==> config.mk <==
export PLATFORM = sky130hd
export DESIGN_NAME = uart_digest_sender
export DESIGN_NICKNAME = d
export VERILOG_FILES = /design/src/rtl/uart_digest_sender.sv
export SDC_FILE = /design/constraint.sdc
export NUM_CORES = 1
export LEC_CHECK = 0
export CAP_MARGIN = 20
export CORE_ASPECT_RATIO = 0.6
export CORE_MARGIN = 3
export CORE_UTILIZATION = 53
export DETAILED_ROUTE_END_ITERATION = 7
export PLACE_DENSITY = 0.8
export SYNTH_ARGS = -nofsm -noshare
export SYNTH_HDL_FRONTEND = slang
export SYNTH_SLANG_ARGS = --single-unit
==> constraint.sdc <==
create_clock -name i_Clock -period 2.4 [get_ports i_Clock]
set_input_delay 0.48 -clock i_Clock [delete_from_list [all_inputs] [get_ports i_Clock]]
set_output_delay 0.48 -clock i_Clock [all_outputs]
set_load 0.01 [all_outputs]
==> src/rtl/uart_digest_sender.sv <==
// Streams a digest to a byte-wide UART transmitter as a framed packet:
// start-of-frame byte, digest bytes MSB first, then an XOR checksum byte.
module uart_digest_sender #(
    parameter int unsigned UART_DATA_WIDTH = 8,
    parameter int unsigned DIGEST_WIDTH    = 256,
    parameter logic [7:0]  SOF_BYTE        = 8'hA5
) (
    input  logic                       i_Clock,
    input  logic                       i_Reset,
    input  logic                       i_Start,
    input  logic [DIGEST_WIDTH-1:0]    i_Digest,
    output logic                       o_Busy,
    output logic                       o_Done,
    output logic                       o_Tx_DV,
    output logic [UART_DATA_WIDTH-1:0] o_Tx_Byte,
    input  logic                       i_Tx_Active,
    input  logic                       i_Tx_Done
);

    localparam int unsigned NBYTES   = DIGEST_WIDTH / 8;
    localparam int unsigned LAST_IDX = NBYTES + 1;
    localparam int unsigned IDX_W    = $clog2(NBYTES + 2);

    typedef enum logic [1:0] {
        ST_IDLE   = 2'd0,
        ST_SEND   = 2'd1,
        ST_WAIT   = 2'd2,
        ST_FINISH = 2'd3
    } state_e;

    state_e                     state_q, state_d;
    logic [DIGEST_WIDTH-1:0]    digest_q, digest_d;
    logic [IDX_W-1:0]           index_q, index_d;
    logic [7:0]                 csum_q, csum_d;
    logic                       tx_done_prev_q, tx_done_prev_d;
    logic                       tx_dv_q, tx_dv_d;
    logic [UART_DATA_WIDTH-1:0] tx_byte_q, tx_byte_d;
    logic                       busy_q, busy_d;
    logic                       done_q, done_d;

    logic [7:0]                 frame_byte_c;
    logic                       is_digest_idx_c;
    logic                       tx_done_rise_c;
    logic                       uart_idle_c;

    // Byte at the current frame position; the digest register shifts so its top byte is always next.
    always_comb begin
        is_digest_idx_c = (index_q != '0) && (index_q != IDX_W'(LAST_IDX));
        if (index_q == '0) begin
            frame_byte_c = SOF_BYTE;
        end else if (index_q == IDX_W'(LAST_IDX)) begin
            frame_byte_c = csum_q;
        end else begin
            frame_byte_c = digest_q[DIGEST_WIDTH-1 -: 8];
        end
    end

    assign tx_done_rise_c = i_Tx_Done && !tx_done_prev_q;
    assign uart_idle_c    = !i_Tx_Active && !i_Tx_Done;

    always_comb begin
        state_d        = state_q;
        digest_d       = digest_q;
        index_d        = index_q;
        csum_d         = csum_q;
        tx_done_prev_d = i_Tx_Done;
        tx_dv_d        = 1'b0;
        tx_byte_d      = tx_byte_q;
        busy_d         = busy_q;
        done_d         = 1'b0;

        case (state_q)
            ST_IDLE: begin
                if (i_Start) begin
                    digest_d = i_Digest;
                    index_d  = '0;
                    csum_d   = 8'h00;
                    busy_d   = 1'b1;
                    state_d  = ST_SEND;
                end
            end
            ST_SEND: begin
                if (uart_idle_c) begin
                    tx_dv_d   = 1'b1;
                    tx_byte_d = UART_DATA_WIDTH'(frame_byte_c);
                    if (is_digest_idx_c) begin
                        csum_d   = csum_q ^ frame_byte_c;
                        digest_d = digest_q << 8;
                    end
                    state_d = ST_WAIT;
                end
            end
            ST_WAIT: begin
                // A level held high for several cycles is one completion.
                if (tx_done_rise_c) begin
                    if (index_q < IDX_W'(LAST_IDX)) begin
                        index_d = index_q + 1'b1;
                        state_d = ST_SEND;
                    end else begin
                        done_d  = 1'b1;
                        state_d = ST_FINISH;
                    end
                end
            end
            ST_FINISH: begin
                busy_d  = 1'b0;
                state_d = ST_IDLE;
            end
            default: begin
                state_d = ST_IDLE;
            end
        endcase
    end

    always_ff @(posedge i_Clock) begin
        if (i_Reset) begin
            state_q        <= ST_IDLE;
            digest_q       <= '0;
            index_q        <= '0;
            csum_q         <= 8'h00;
            tx_done_prev_q <= 1'b0;
            tx_dv_q        <= 1'b0;
            tx_byte_q      <= '0;
            busy_q         <= 1'b0;
            done_q         <= 1'b0;
        end else begin
            state_q        <= state_d;
            digest_q       <= digest_d;
            index_q        <= index_d;
            csum_q         <= csum_d;
            tx_done_prev_q <= tx_done_prev_d;
            tx_dv_q        <= tx_dv_d;
            tx_byte_q      <= tx_byte_d;
            busy_q         <= busy_d;
            done_q         <= done_d;
        end
    end

    assign o_Busy    = busy_q;
    assign o_Done    = done_q;
    assign o_Tx_DV   = tx_dv_q;
    assign o_Tx_Byte = tx_byte_q;

endmodule

After elaboration in Yosys (flattened, before gate mapping)
Index checks and enable logic that the tools add are counted.
- flip-flop bits (word level): 284
- input bits: 261
- output and inout bits: 11
- eq/ne operators: 10
- magnitude comparators: 1
- reduce and logical (&&, ||, !) cells: 19
- $add $sub $neg: 1
- bitwise operators: 4
- multiplexer cells: 23
- operators with widths (cell ; number):
    256-bit two-way mux ; 3
    256-bit one-hot mux with 2 select lines ; 1
    8-bit two-way mux ; 5
    6-bit two-way mux ; 3
    8-bit one-hot mux with 2 select lines ; 1
    6-bit one-hot mux with 2 select lines ; 1
    2-bit inequality test, second input constant ; 5
    2-bit two-way mux ; 4
    2-bit one-hot mux with 4 select lines ; 1
    4-bit AND reduction ; 2
    8-bit XOR ; 1
    6-bit by 1-bit adder with 6-bit output, second input constant ; 1
    6-bit == test, second input constant ; 1
    6-bit zero test ; 1
    6-bit less-than comparator, second input constant ; 1
    6-bit inequality test, second input constant ; 1
    2-bit nonzero test ; 3
    6-bit nonzero test ; 1
    2-bit == test, second input constant ; 2
    2-bit AND reduction ; 2
    1-bit logical AND ; 3
    1-bit zero test ; 3
    1-bit two-way mux ; 3
    1-bit NOT ; 3
    6 further kinds ; 6

Longest topological paths before layout
- depth after elaboration: 7
- mapped depth: 9
- gate-level depth less buffers: 6

Worst setup path after synthesis
Ideal clock, no wire load.
- path type: register to register
- start: register index_q[2]
- end: register digest_q[100]
- data arrival time: 1.767 ns
- clock period less this slack: 1.914 ns
- path buffers: 4
- stages on the path, launching flop included: 9
- setup slack: 0.486 ns
- setup time: 0.147 ns
- path through: dfxtp_1 -> or3_1 -> buf_2 -> o32a_1 -> buf_4 -> buf_4 -> buf_2 -> nor2_1 -> a311oi_2
- cells in the longest elaborated chain, start to end: 4
- elaborated cells on any way between the ends: 5
- classes of those cells: eq/ne: 2; reduce/logical: 3
- ends and longest elaborated chain (item ; RTL line ; text):
    start: declaration ; 33 ; logic [IDX_W-1:0] index_q, index_d;
    start signal: assignment ; 129 ; index_q <= index_d;
    6-bit inequality test or 6-bit nonzero test (tied branches) ; 48 ; is_digest_idx_c = (index_q != '0) && (index_q != IDX_W'(LAST_IDX));
    1-bit logical AND * ; 48 ;
    2-bit inequality test (no line) * ; -- ;
    4-bit AND reduction (no line) * ; -- ;
    end signal: assignment ; 128 ; digest_q <= digest_d;
    end: declaration ; 32 ; logic [DIGEST_WIDTH-1:0] digest_q, digest_d;
Every way passes the cells marked *; elsewhere a longest branch is shown, timed or not.
A chain may end at the register's enable or synchronous reset.

Worst setup path in the final report
- start: register index_q[2]
- end: register digest_q[4]
The elaborated chain is that of the path after synthesis.

==> impl_results.md <==
* Outcome: finished, final reports clean
* CTS tree: built
* Post-synth cell types at 37
* Mapped Cells at between 1500 and 2000
* FMAX at around 0.46 GHz
* Critical path launch point type: flop
* Sw Ratio at between 20% and 30%
* Final setup violation count at 0
* Buffers on Ports at ~270
* GRT Residual Overflow at 0
* Tmin final at 2.18 ns
* Slew HR at between 40% and 50%
* Initial DRC Count at 1087
* Die W at approximately 220 um
* Worst hold margin at 0.342 ns
* Synth-to-Final Area Change at 27.7%
* Global Route Usage Sum at 25.2%
* Worst slack, placed at -0.0510 ns
* Routability cong. at 0.805
* CP required at 2.86 ns
* Vias in the first global route at 11800
* Vias at 12100
* Final hold violations at 0
* Global-route wire length before repair at around 61 mm
* Unrepaired setup endpoints after global routing: no
* Die Ht at 132 um
* Final period utilization at between 90% and 100%
* Number of synthesized register bits at 284
* Worst Setup End Kind: flop
* Num rows at 45
* Syn nets at between 1500 and 2000
* Max_cap viols at 0
* Slew at the pin closest to its max-slew limit at 0.853 ns
* WL final at 37.2 mm
* Largest net degree at the start of global routing at 89
* Mapped cell area at 14000 sq um
* CTS Buf Count at 27
* Clock Tree Buf Depth at 3
* Initial Utilization at 54.6%
* Final Skew at 0.0120 ns
* Sw power at 0.00375 W
* ANT cells at 0
* DIE AREA at 28500 sq um
* PD cells at about 710 nW/um^2
* TNS Setup at 0 ns
* Nets at 2037
* DRT Pass-1 Iters at 5
* Setup ws final at 0.221 ns
* Most common cell after layout, fill and taps aside: nand2_1
* DR WL/cell at between 15 and 20 um
* Critical path arrival at 2.64 ns
* Sequential element share of the synthesized area at 40.5%
* Ports at roughly 270
* Kind of critical path: reg2reg
* Int Pwr at 0.00898 W
* Placed cell count at 2095
* Share of layout cells above drive strength 1 at 19.7%
* CTS resizes at 0
* Root Driver: clkbuf_16
* Initial antenna violation count at 1
* Leak at 6.28 nW
* DR vias/cell at 5.63
* Post-route DRC violation count at 0
* Post-DRT Antenna Nets at 0
* Ys Warns at 0
* Most frequent cells in the layout: 516 x nand2_1, 284 x dfxtp_1, 270 x clkdlybuf4s50_1, 265 x nor2_1, 248 x a311oi_2
* Core region area at 25700 sq um
* Crit Path Max Fanout at 8
* Non-Filler Instances at approximately 2100
* Hold crit path type: in2reg
* Dpl hpwl at 25.4 mm
* Clock transition at the registers of the reported paths at 0.06 ns
* Mean area per synthesized cell at just under 9 sq um
* Worst-skew pair later-pin latency at 0.53 ns
* Post-CTS setup buffer count at 0
* Sink Count at roughly 280
* FILL cells at 1916
* # H-tree levels at 1
* Peak supply drop at 389 uV
* Clock network power share at 33.4%
* Sequential power share at 43.5%
* Logic pwr share at 23.1%
* Post-CTS Hold Fix Bufs at 0
* Max-slew violations at 0
==> logic make-up (layout without fill, tap and decap cells) <==
kind of cell | count (synthesis) | after routing | synth area share (%)
flops | 284 | 284 | 40.5
compound gates | 303 | 303 | 29.5
mux | 11 | 11 | 0.785
simple gates | 817 | 817 | 22.7
buf+inv | 156 | 374 | 6.11
fa+ha+maj | 4 | 4 | 0.357
==> registers in the layout, indices dropped and copies added, names as in the netlist <==
register        cells
digest_q          256
csum_q              8
o_Tx_Byte           8
index_q             6
state_q             2
o_Busy              1
o_Done              1
o_Tx_DV             1
tx_done_prev_q      1
==> final cells by class <==
type / instances / area (sq um) / area share, %
clock inverter: 10 / 83.8 / 0.468
timing repair buffer: 320 / 3390 / 18.9
clock buffer: 40 / 795 / 4.44
multi-input combinational: 1135 / 7500 / 41.9
sequential: 284 / 5690 / 31.7
inverter: 4 / 15.0 / 0.0838
tap: 352 / 440 / 2.46
==> worst paths after layout <==
path	startpoint	to	slack (ns)	cells past startpoint
worst min-delay path	i_Reset	digest_q[3]	0.34	2
worst max register to register	index_q[2]	digest_q[4]	0.22	5
worst max-delay path	index_q[2]	digest_q[4]	0.22	5
worst min register to register	o_Tx_Byte[0]	o_Tx_Byte[0]	0.45	2
==> cells in the mapped netlist <==
library cell | n | share of area [%]
clkbuf_1 | 89 | 2.4
o32ai_1 | 1 | 0.062
nor2b_1 | 6 | 0.27
and2_1 | 2 | 0.089
buf_4 | 2 | 0.11
a21oi_1 | 13 | 0.46
nor2_2 | 1 | 0.045
a32oi_1 | 4 | 0.25
a221oi_2 | 1 | 0.11
a22oi_1 | 8 | 0.43
o21ai_0 | 6 | 0.21
o211ai_1 | 5 | 0.27
o32a_1 | 1 | 0.071
or3_1 | 13 | 0.58
clkinv_1 | 1 | 0.027
nor3b_1 | 1 | 0.054
a2bb2oi_1 | 5 | 0.31
a21boi_0 | 1 | 0.054
o211ai_2 | 4 | 0.36
ha_1 | 4 | 0.36
nand3b_1 | 1 | 0.054
nor2_1 | 265 | 7.1
buf_6 | 30 | 2.4
buf_2 | 31 | 1.1
nor4b_2 | 2 | 0.21
a311oi_2 | 248 | 27
inv_1 | 3 | 0.080
nand2_1 | 516 | 14
mux2i_1 | 11 | 0.79
o41ai_1 | 1 | 0.062
dfxtp_1 | 284 | 41
or4b_1 | 1 | 0.071
nand4_1 | 4 | 0.18
nor4b_1 | 1 | 0.062
a221o_1 | 1 | 0.071
nand2b_1 | 4 | 0.18
a311oi_1 | 4 | 0.25
==> worst max-delay path, cell delays in order, from the launching register on <==
cell and delay (ns):
dfxtp_1 0.37, or3_1 0.53, o32ai_1 0.71, buf_4 0.29
a22oi_1 0.08, nor2_1 0.12
==> through the flow <==
| stage | total power, W | utilization (%) | area [sq um] |
|---|---|---|---|
| after CTS | 0.0128 | 69.7 | 17900 |
| after global placement | 0.00844 | 66.3 | 17000 |
| after floorplan | 0.00760 | - | 14000 |
| after detailed placement | 0.00854 | 66.3 | 17000 |
| after global routing | 0.0133 | 69.7 | 17900 |
| final | 0.0127 | 69.7 | 17900 |
==> power groups by stage <==
| stage | Combinational [W] | Sequential, W | Clock (W) |
|---|---|---|---|
| after floorplan | 0.00207 | 0.00553 | 0 |
| after global placement | 0.00284 | 0.00561 | 0 |
| after detailed placement | 0.00292 | 0.00562 | 0 |
| after CTS | 0.00294 | 0.00553 | 0.00431 |
| after global routing | 0.00320 | 0.00558 | 0.00450 |
| final | 0.00295 | 0.00553 | 0.00425 |
==> layer usage <==
| metal | part of all wire (%) | vias up | global-route usage (%) | wire, um |
|---|---|---|---|---|
| met4 | 1.2 | 2 | 3.97 | 459 |
| met5 | 0.024 | - | 0 | 9 |
| li1 | - | 5924 | - | - |
| met2 | 44 | 334 | 39.2 | 16500 |
| met1 | 49 | 5787 | 37.7 | 18200 |
| met3 | 5.7 | 34 | 4.10 | 2110 |
Note: power is estimated with default switching activity, not from simulation.
